==> src/rtl/cop_pkg.sv <==
// Shared constants for the custom co-processor: result width default,
// register-index width and the CUSTOM_0..3 major opcodes.
package cop_pkg;
    localparam int XLEN_DEF  = 64;
    localparam int REG_IDX_W = 5;

    typedef enum logic [6:0] {
        CUSTOM_0 = 7'b000_1011,
        CUSTOM_1 = 7'b010_1011,
        CUSTOM_2 = 7'b101_1011,
        CUSTOM_3 = 7'b111_1011
    } cop_opcode_e;

    function automatic logic is_custom_op(input logic [6:0] opcode);
        return (opcode == CUSTOM_0) || (opcode == CUSTOM_1) ||
               (opcode == CUSTOM_2) || (opcode == CUSTOM_3);
    endfunction
endpackage

==> src/rtl/cop_wb_buf_if.sv <==
// Result/write-back handshake bundle between co-processor, buffer and core.
// master = the surrounding pipeline, slave = the write-back buffer.
interface cop_wb_buf_if #(
    parameter int XLEN = cop_pkg::XLEN_DEF
);
    import cop_pkg::*;

    logic                 cop_wr;
    logic [XLEN-1:0]      cop_rd;
    logic [REG_IDX_W-1:0] cop_rd_idx;
    logic                 cop_rdywr;
    logic                 wb_valid;
    logic                 wb_ready;
    logic [XLEN-1:0]      wb_data;
    logic [REG_IDX_W-1:0] wb_idx;
    logic                 wb_flush;
    logic [15:0]          stall_cnt;

    modport master (
        output cop_wr, cop_rd, cop_rd_idx, wb_ready, wb_flush,
        input  cop_rdywr, wb_valid, wb_data, wb_idx, stall_cnt
    );

    modport slave (
        input  cop_wr, cop_rd, cop_rd_idx, wb_ready, wb_flush,
        output cop_rdywr, wb_valid, wb_data, wb_idx, stall_cnt
    );
endinterface

==> src/rtl/cop_wb_fifo.sv <==
// Storage ring for buffered write-back entries. DEPTH is a power of two,
// so the read/write pointers wrap by plain overflow.
module cop_wb_fifo #(
    parameter int DEPTH = 2,
    parameter int WIDTH = 69
) (
    input  logic             clk,
    input  logic             rst_n,
    input  logic             push,
    input  logic             pop,
    input  logic             flush,
    input  logic [WIDTH-1:0] wdata,
    output logic [WIDTH-1:0] rdata
);
    localparam int PTR_W = $clog2(DEPTH);
    localparam logic [PTR_W-1:0] PTR_ONE = PTR_W'(1);

    logic [WIDTH-1:0] mem_r [DEPTH];
    logic [PTR_W-1:0] wr_ptr_r;
    logic [PTR_W-1:0] rd_ptr_r;

    // Pointer advance; flush drops any same-cycle push or pop.
    always_ff @(posedge clk) begin
        if (!rst_n) begin
            wr_ptr_r <= '0;
            rd_ptr_r <= '0;
        end else if (flush) begin
            wr_ptr_r <= '0;
            rd_ptr_r <= '0;
        end else begin
            if (push) wr_ptr_r <= wr_ptr_r + PTR_ONE;
            if (pop)  rd_ptr_r <= rd_ptr_r + PTR_ONE;
        end
    end

    // Entry storage write.
    always_ff @(posedge clk) begin
        if (rst_n && push && !flush) mem_r[wr_ptr_r] <= wdata;
    end

    assign rdata = mem_r[rd_ptr_r];
endmodule

==> src/rtl/cop_wb_buf.sv <==
// Co-processor write-back buffer: queues results until the core write-back port takes them.
// Optional macro COP_WB_BYPASS_EN forwards a result straight through when the buffer is empty.
module cop_wb_buf #(
    parameter int DEPTH = 2,
    parameter int XLEN  = cop_pkg::XLEN_DEF
) (
    input logic         cop_clk,
    input logic         cop_rst,
    cop_wb_buf_if.slave bus
);
    import cop_pkg::*;

    localparam int ENT_W = REG_IDX_W + XLEN;
    localparam int CNT_W = $clog2(DEPTH + 1);
    localparam logic [CNT_W-1:0] CNT_FULL = CNT_W'(DEPTH);
    localparam logic [CNT_W-1:0] CNT_ONE  = CNT_W'(1);

    logic [CNT_W-1:0] count_r;
    logic [15:0]      stall_r;
    logic [ENT_W-1:0] head_s;
    logic             empty_s;
    logic             full_s;
    logic             rdywr_s;
    logic             accept_s;
    logic             bypass_take_s;
    logic             fifo_push_s;
    logic             fifo_pop_s;

    assign empty_s     = (count_r == '0);
    assign full_s      = (count_r == CNT_FULL);
    // When full, wb_valid is necessarily high, so a ready core frees a slot this cycle.
    assign rdywr_s     = !full_s || bus.wb_ready;
    assign accept_s    = bus.cop_wr && rdywr_s;
    assign fifo_push_s = accept_s && !bypass_take_s;
    assign fifo_pop_s  = !empty_s && bus.wb_ready;

    assign bus.cop_rdywr = rdywr_s;
    assign bus.stall_cnt = stall_r;

    cop_wb_fifo #(
        .DEPTH (DEPTH),
        .WIDTH (ENT_W)
    ) u_fifo (
        .clk   (cop_clk),
        .rst_n (cop_rst),
        .push  (fifo_push_s),
        .pop   (fifo_pop_s),
        .flush (bus.wb_flush),
        .wdata ({bus.cop_rd_idx, bus.cop_rd}),
        .rdata (head_s)
    );

    // Write-back head: buffered entry, zero when empty, or the live result when bypassing.
    always_comb begin
        bus.wb_valid  = !empty_s;
        bus.wb_data   = '0;
        bus.wb_idx    = '0;
        bypass_take_s = 1'b0;
        if (!empty_s) begin
            bus.wb_data = head_s[XLEN-1:0];
            bus.wb_idx  = head_s[ENT_W-1 -: REG_IDX_W];
        end else begin
            bus.wb_data = '0;
            bus.wb_idx  = '0;
        end
`ifdef COP_WB_BYPASS_EN
        if (empty_s && bus.cop_wr) begin
            bus.wb_valid  = 1'b1;
            bus.wb_data   = bus.cop_rd;
            bus.wb_idx    = bus.cop_rd_idx;
            bypass_take_s = bus.wb_ready;
        end else begin
            bypass_take_s = 1'b0;
        end
`endif
    end

    // Occupancy count; the sole fullness indicator.
    always_ff @(posedge cop_clk) begin
        if (!cop_rst) begin
            count_r <= '0;
        end else if (bus.wb_flush) begin
            count_r <= '0;
        end else if (fifo_push_s && !fifo_pop_s) begin
            count_r <= count_r + CNT_ONE;
        end else if (!fifo_push_s && fifo_pop_s) begin
            count_r <= count_r - CNT_ONE;
        end
    end

    // Saturating back-pressure counter; survives flush.
    always_ff @(posedge cop_clk) begin
        if (!cop_rst) begin
            stall_r <= 16'd0;
        end else if (bus.cop_wr && !rdywr_s && (stall_r != 16'hFFFF)) begin
            stall_r <= stall_r + 16'd1;
        end
    end
endmodule
==> src/flat_wrapper.sv <==
// flat-port wrapper written by rule: the top's interface ports become plain ports
module cop_wb_buf_flat import cop_pkg::*;
#(
    parameter int DEPTH = 2,
    parameter int XLEN  = cop_pkg::XLEN_DEF
)
  (cop_clk, cop_rst, bus_cop_wr, bus_cop_rd, bus_cop_rd_idx, bus_wb_ready, bus_wb_flush, bus_cop_rdywr, bus_wb_valid, bus_wb_data, bus_wb_idx, bus_stall_cnt);
  cop_wb_buf_if #(.XLEN(XLEN)) bus_i ();
  input logic cop_clk;
  input logic cop_rst;
  input wire logic [$bits(bus_i.cop_wr)-1:0] bus_cop_wr;
  input wire logic [$bits(bus_i.cop_rd)-1:0] bus_cop_rd;
  input wire logic [$bits(bus_i.cop_rd_idx)-1:0] bus_cop_rd_idx;
  input wire logic [$bits(bus_i.wb_ready)-1:0] bus_wb_ready;
  input wire logic [$bits(bus_i.wb_flush)-1:0] bus_wb_flush;
  output wire logic [$bits(bus_i.cop_rdywr)-1:0] bus_cop_rdywr;
  output wire logic [$bits(bus_i.wb_valid)-1:0] bus_wb_valid;
  output wire logic [$bits(bus_i.wb_data)-1:0] bus_wb_data;
  output wire logic [$bits(bus_i.wb_idx)-1:0] bus_wb_idx;
  output wire logic [$bits(bus_i.stall_cnt)-1:0] bus_stall_cnt;
  assign bus_i.cop_wr = bus_cop_wr;
  assign bus_i.cop_rd = bus_cop_rd;
  assign bus_i.cop_rd_idx = bus_cop_rd_idx;
  assign bus_i.wb_ready = bus_wb_ready;
  assign bus_i.wb_flush = bus_wb_flush;
  assign bus_cop_rdywr = bus_i.cop_rdywr;
  assign bus_wb_valid = bus_i.wb_valid;
  assign bus_wb_data = bus_i.wb_data;
  assign bus_wb_idx = bus_i.wb_idx;
  assign bus_stall_cnt = bus_i.stall_cnt;
  cop_wb_buf #(.DEPTH(DEPTH), .XLEN(XLEN)) u_core (.cop_clk(cop_clk), .cop_rst(cop_rst), .bus(bus_i));
endmodule
==> config.mk <==
export PLATFORM = sky130hd
export DESIGN_NAME = cop_wb_buf_flat
export DESIGN_NICKNAME = d
export VERILOG_FILES = /design/src/rtl/cop_pkg.sv /design/src/rtl/cop_wb_buf_if.sv /design/src/rtl/cop_wb_fifo.sv /design/src/rtl/cop_wb_buf.sv /design/src/flat_wrapper.sv
export SDC_FILE = /design/constraint.sdc
export NUM_CORES = 1
export LEC_CHECK = 0
export BUFFER_PORTS_ARGS = -buffer_cell sky130_fd_sc_hd__buf_2
export CAP_MARGIN = 15
export CORE_UTILIZATION = 56
export DETAILED_ROUTE_END_ITERATION = 7
export HOLD_SLACK_MARGIN = 0.03
export PLACE_DENSITY = 0.83
export SLEW_MARGIN = 20
export SYNTH_ARGS = -nofsm -noshare
export SYNTH_HDL_FRONTEND = slang
export SYNTH_HIERARCHICAL = 1
export SYNTH_SLANG_ARGS = --single-unit
==> constraint.sdc <==
create_clock -name cop_clk -period 12.3 [get_ports cop_clk]
set_clock_uncertainty 0.15 [all_clocks]
set_input_delay 0 -clock cop_clk [delete_from_list [all_inputs] [get_ports cop_clk]]
set_output_delay 0 -clock cop_clk [all_outputs]
set_load 0.005 [all_outputs]
### After elaboration in Yosys (flattened, before gate mapping)

Memories as Yosys holds them, arrays and structs flattened. A register that Yosys moved wholly into a read port is not among the register bits.
Cells that the tools add are included.

| word-level totals | value |
|---|---|
| register bits | 20 |
| latch bits | 0 |
| RAM bits | 138 |
| ROM bits | 0 |
| bits of input ports | 74 |
| logic and storage cells | 39 |
| memories | 1 |

| cells by class | value |
|---|---|
| $add $sub $neg | 5 |
| multiply operators | 0 |
| divide/modulo/power cells | 0 |
| $lt $le $gt $ge | 0 |
| eq/ne operators | 2 |
| shift operators | 0 |
| mux-type cells | 8 |
| bitwise operators | 1 |
| reduce and logical (&&, ||, !) cells | 18 |

Memory list:

| name | words | bits a word | rd ports | clocked after Yosys merged registers in | wr ports | line | RTL |
|---|---|---|---|---|---|---|---|
| u_core.u_fifo.mem_r | 2 | 69 | 1 | 1 | 1 | cop_wb_fifo.sv:18 | `logic [WIDTH-1:0] mem_r [DEPTH];` |

Operators by type and width:

| cell | count |
|---|---|
| 64-bit two-way mux | 1 |
| 16-bit by 1-bit adder with 16-bit output, second input constant | 1 |
| 16-bit != test, second input constant | 1 |
| 1-bit logical AND | 8 |
| 1-bit logical NOT | 6 |
| 5-bit two-way mux | 1 |
| 1-bit two-way mux | 4 |
| 2-bit two-way mux | 2 |
| 1-bit adder, second input constant | 2 |
| 2-bit by 1-bit adder with 2-bit output, second input constant | 1 |
| 2-bit equality test, second input constant | 1 |
| 2-bit logical NOT | 1 |
| 2-bit nonzero test | 1 |
| 2-bit OR reduction | 1 |
| 2-bit by 1-bit subtractor with 2-bit output, second input constant | 1 |
| 1-bit logical OR | 1 |
| 1-bit NOT | 1 |

### Logic depth before layout (Yosys ltp)

| depth | value |
|---|---|
| word-level depth | 8 |
| depth in mapped cells | 8 |

### By module

Netlist, hierarchy kept.

Modules (own cells, without submodules):

| module | times used | cells an instance | area an instance (µm²) | sequential area each (µm²) |
|---|---|---|---|---|
| cop_wb_fifo | 1 | 227 | 5131.2 | 4204.0 |
| cop_wb_buf | 1 | 190 | 1422.6 | 360.3 |

### Worst setup path after synthesis

No wires, ideal clock.

| timing | value |
|---|---|
| path type | register -> register |
| start point | register u_core.count_r[0] |
| end point | memory u_core.u_fifo.mem_r[0][0] (enable) |
| setup time | 0.595 ns |
| arrival | 5.786 ns |
| data required time | 11.555 ns |
| path slack | 5.769 ns |
| cell stages (with the launch flop) | 4 |
| buffers on the path | 0 |
| path through | dfxtp_1 or3b_2 and2_1 nor3b_1 |

| on the way | value |
|---|---|
| cells in the longest elaborated chain, start to end | 8 |

RTL lines:

| element | line | RTL |
|---|---|---|
| from (decl) | cop_wb_buf.sv:18 | `logic [CNT_W-1:0] count_r;` |
| from (signal assigned) | cop_wb_buf.sv:85 | `count_r <= count_r + CNT_ONE;` |
| from (signal assigned) | cop_wb_buf.sv:87 | `count_r <= count_r - CNT_ONE;` |
| 2-bit equality test | cop_wb_buf.sv:30 | `assign full_s = (count_r == CNT_FULL);` |
| 1-bit logical NOT | cop_wb_buf.sv:32 | `assign rdywr_s = !full_s \|\| bus.wb_ready;` |
| 1-bit logical OR | cop_wb_buf.sv:32 |  |
| via bus_cop_rdywr | flat_wrapper.sv:16 | `output wire logic [$bits(bus_i.cop_rdywr)-1:0] bus_cop_rdywr;` |
| 1-bit logical AND | cop_wb_buf.sv:33 | `assign accept_s = bus.cop_wr && rdywr_s;` |
| via u_core.accept_s | cop_wb_buf.sv:24 | `logic accept_s;` |
| 1-bit logical AND (2 in series) | cop_wb_fifo.sv:38 | `if (rst_n && push && !flush) mem_r[wr_ptr_r] <= wdata;` |
| 1-bit two-way mux | cop_wb_fifo.sv:38 |  |
| 1-bit two-way mux (implied by the code) | cop_wb_fifo.sv:38 |  |
| to (decl) | cop_wb_fifo.sv:18 |  |

The timed path passes the listed nets, and every way through them passes these cells.

### Worst setup path after layout

| timing | value |
|---|---|
| start point | register u_core.count_r[0] |
| end point | memory u_core.u_fifo.mem_r[1][65] (enable) |

| on the way | value |
|---|---|
| cells in the longest elaborated chain, start to end | 8 |

RTL lines:

| element | line |
|---|---|
| 2-bit equality test | cop_wb_buf.sv:30 |
| 1-bit logical NOT | cop_wb_buf.sv:32 |
| 1-bit logical OR | cop_wb_buf.sv:32 |
| 1-bit logical AND | cop_wb_buf.sv:33 |
| via u_core.accept_s | cop_wb_buf.sv:24 |
| 1-bit logical AND (2 in series) | cop_wb_fifo.sv:38 |
| 1-bit two-way mux | cop_wb_fifo.sv:38 |
| 1-bit two-way mux (implied by the code) | cop_wb_fifo.sv:38 |

The timed path passes the listed nets, and every way through them passes these cells.

==> metrics.txt <==
residual DRC count 0; Cell Rows 39; Setup TNS Final 0 ns; Critical Path Slowest Stage Cell nor2_4; Total GRT Usage 0.228; hold violation count in the final report 0; Ys Warns 6; final wirelength ~14 mm; Slew HR 0.336; post-cts repair resize count 0; worst-skew pair later-pin latency 0.42 ns; final std cells w/o fill ~810; Area Overhead vs Synth 34.2%; clock tree buffer depth 2; first-pass GRT wire length ~20 mm; CTS tree done; Detailed Routing Iterations Pass 1 4; Yosys reg bits about 160; leakage about 3.4 nW; metal2 WL around 7.4 mm; Critical Path, Cell by Cell or3b_2, and2_1, nand2_1, nor2_4, buf_4; largest family of logic cells by synthesized area multiplexers; largest net degree at the start of global routing 72; CP required ~12 ns; Crit Path Max Fanout 38; clock buffer count from CTS 17; Root Buffer clkbuf_16; die area 0.0121 mm²; Power per Cell Area ~140 mW/mm²; delay of the slowest critical-path stage between 0.7 and 0.8 ns; post-synthesis mux area share 0.127; R2R cell count 5; worst slew pin tran between 0.9 and 1 ns; Avg Inst Size Synth ~16 µm²; fillcell total just under 700; Simple-Gate Fraction of Synth Area 0.118; startpoint types flop; Synth top area share 0.632; hold path cells 2; top cells by area, synth edfxtp_1 63%, mux2_2 10%, and2_1 6.7%; worst IR drop on VDD 105 µV; metal3 WL slightly below 800 µm; nets 730; status finished clean; global route overflow 0; period utilisation layout 0.224; CP endpoint kind flop; max-slew violations 0; netlist area before placement 0.00655 mm²; gpl congestion around 0.8; Die Ht between 100 and 150 µm; Ports 161; Min-Delay Path Class in2reg; CP arrival approximately 2.7 ns; Placed Cells 703; share of cells above drive strength 1 0.406; highest routed layer met4; routed vias/inst 5.29; highest clock rate roughly 0.36 GHz; violation count after the first detailed-route iteration roughly 190; Hold WS roughly 0.15 ns; max_cap viols 0; DP HPWL approximately 8 mm; # setup viols final 0; Syn Nets 493; fin crit period 2.75 ns; Buffers on Ports between 150 and 200; Clk pin slew, worst setup/hold paths around 0.06 ns; Initial Util 0.574; worst setup margin 9.55 ns; Post-Synth Adder-Cell Area 0.00382; Met1 Routed Length roughly 5.5 mm; vias in the first global route 4187; area leader, netlist edfxtp_1; Synth Area in XOR/XNOR 0.00535; initial antenna violation count 0; Core ar. roughly 0.011 mm²; H-tree lvl count 4; Die Wd 110 µm; DR vias approximately 4300; compound-cell area share of the yosys netlist 0.0298; post-synthesis cell count between 400 and 500; Avg WL per Cell 17.1 µm; Placement Setup Slack approximately 9.6 ns; post-route antenna net violation count 0; Crit Path Class reg2reg; register area share after synthesis 0.696; # clock sinks around 160; RSZ-0062 raised after global routing false; Synth cell types just over 40
## final timing paths
kind | end | slack (ns) | from
hold reg to reg | u_core/bus.stall_cnt[5]$_SDFFE_PN0P_ | 0.38 | u_core/bus.stall_cnt[5]$_SDFFE_PN0P_
hold / removal | u_core/u_fifo/mem_r[1][49]$_DFFE_PP_ | 0.15 | bus_cop_rd[49]
setup reg to reg | u_core/u_fifo/mem_r[1][65]$_DFFE_PP_ | 9.55 | u_core/count_r[0]$_SDFFE_PP0P_
setup / recovery | u_core/u_fifo/mem_r[1][65]$_DFFE_PP_ | 9.55 | u_core/count_r[0]$_SDFFE_PP0P_
## power by group
part	internal (mW)	switching, mW	leakage [nW]
Clock	0.299	0.208	0.271
Combinational	0.0569	0.0435	1.71
Sequential	0.597	0.00603	1.42
## cell type report
class,instances,area (µm²),share of cell area
repair buffers,238,1570,0.179
clock inverters,13,140,0.0159
flip-flops and latches,159,4570,0.519
inverters,5,18.8,0.00213
well taps,143,179,0.0203
diodes,1,2.50,0.000284
multi-input cells,233,1880,0.214
clock buffers,19,433,0.0492
## Yosys cell counts
| cell | n |
|---|---|
| a211oi_1 | 1 |
| a21oi_1 | 10 |
| a311oi_1 | 1 |
| a31o_2 | 1 |
| a31oi_1 | 1 |
| a41oi_1 | 1 |
| and2_1 | 70 |
| and4_1 | 1 |
| and4b_1 | 1 |
| buf_2 | 6 |
| buf_6 | 2 |
| buf_8 | 1 |
| clkbuf_1 | 11 |
| dfxtp_1 | 21 |
| edfxtp_1 | 138 |
| ha_1 | 2 |
| inv_1 | 5 |
| mux2_2 | 59 |
| mux2_4 | 10 |
| mux2i_1 | 2 |
| nand2_1 | 8 |
| nand2b_1 | 3 |
| nand3_1 | 9 |
| nand4_1 | 2 |
| nand4_2 | 1 |
| nand4bb_1 | 1 |
| nor2_1 | 7 |
| nor3_1 | 4 |
| nor3b_1 | 1 |
| nor4_1 | 4 |
| o211a_1 | 1 |
| o211ai_1 | 1 |
| o21ai_0 | 4 |
| o31ai_1 | 9 |
| or2_2 | 1 |
| or3_1 | 5 |
| or3_4 | 2 |
| or3b_2 | 1 |
| or4_1 | 5 |
| xnor2_1 | 2 |
| xor2_1 | 2 |
## layer usage
metal | global-route usage | vias to the layer above
met5 | 0 | -
met4 | 0.0968 | 0
met3 | 0.0582 | 20
met2 | 0.395 | 145
met1 | 0.271 | 2091
li1 | - | 2035
## cell families after synthesis
family          Yosys count
flops                   159
xor+xnor                  4
buf+inv                  25
compound gates           30
mux                      71
fa+ha+maj                 2
simple gates            126
## through the flow
step	power, mW	area [µm²]	utilization
floorplan	0.656	6550	-
global placement	0.691	7460	0.654
detailed placement	0.694	7470	0.654
CTS	1.21	8790	0.770
global route	1.25	8800	0.770
finish	1.21	8800	0.771
## flip-flops by register name, indices dropped and copies added (netlist names), named ones only
| name | flops |
|---|---|
| u_core/u_fifo/wr_ptr_r | 1 |
| u_core/u_fifo/rd_ptr_r | 1 |
| u_core/u_fifo/mem_r | 138 |
| u_core/count_r | 2 |
| u_core/bus.stall_cnt | 16 |
## layout by cell type, fill, tap and decap left out, drive strengths merged, types with 5 or more instances in the layout
cell,count
and2,70
o31ai,9
buf,163
nand2,8
mux2,69
nor2,7
a21oi,10
clkbuf,19
inv,7
nand3,9
dfxtp,21
clkinv,6
dlygate4sd3,75
edfxtp,138
or4,5
or3,7
## timing repair
| item | in CTS | in global routing |
|---|---|---|
| endpoints found under the hold margin | 149 | 0 |
| setup endpoints to repair | 0 | 0 |
| buffers inserted | 0 | 0 |
| hold buffers | 75 | 0 |
## critical path, delay by kind of cell (launching register included)
kind	cells	cell delay [ns]
simple gates	4	1.21
flops	1	0.40
buf+inv	1	0.59
Power figures use the tool's default switching activity.
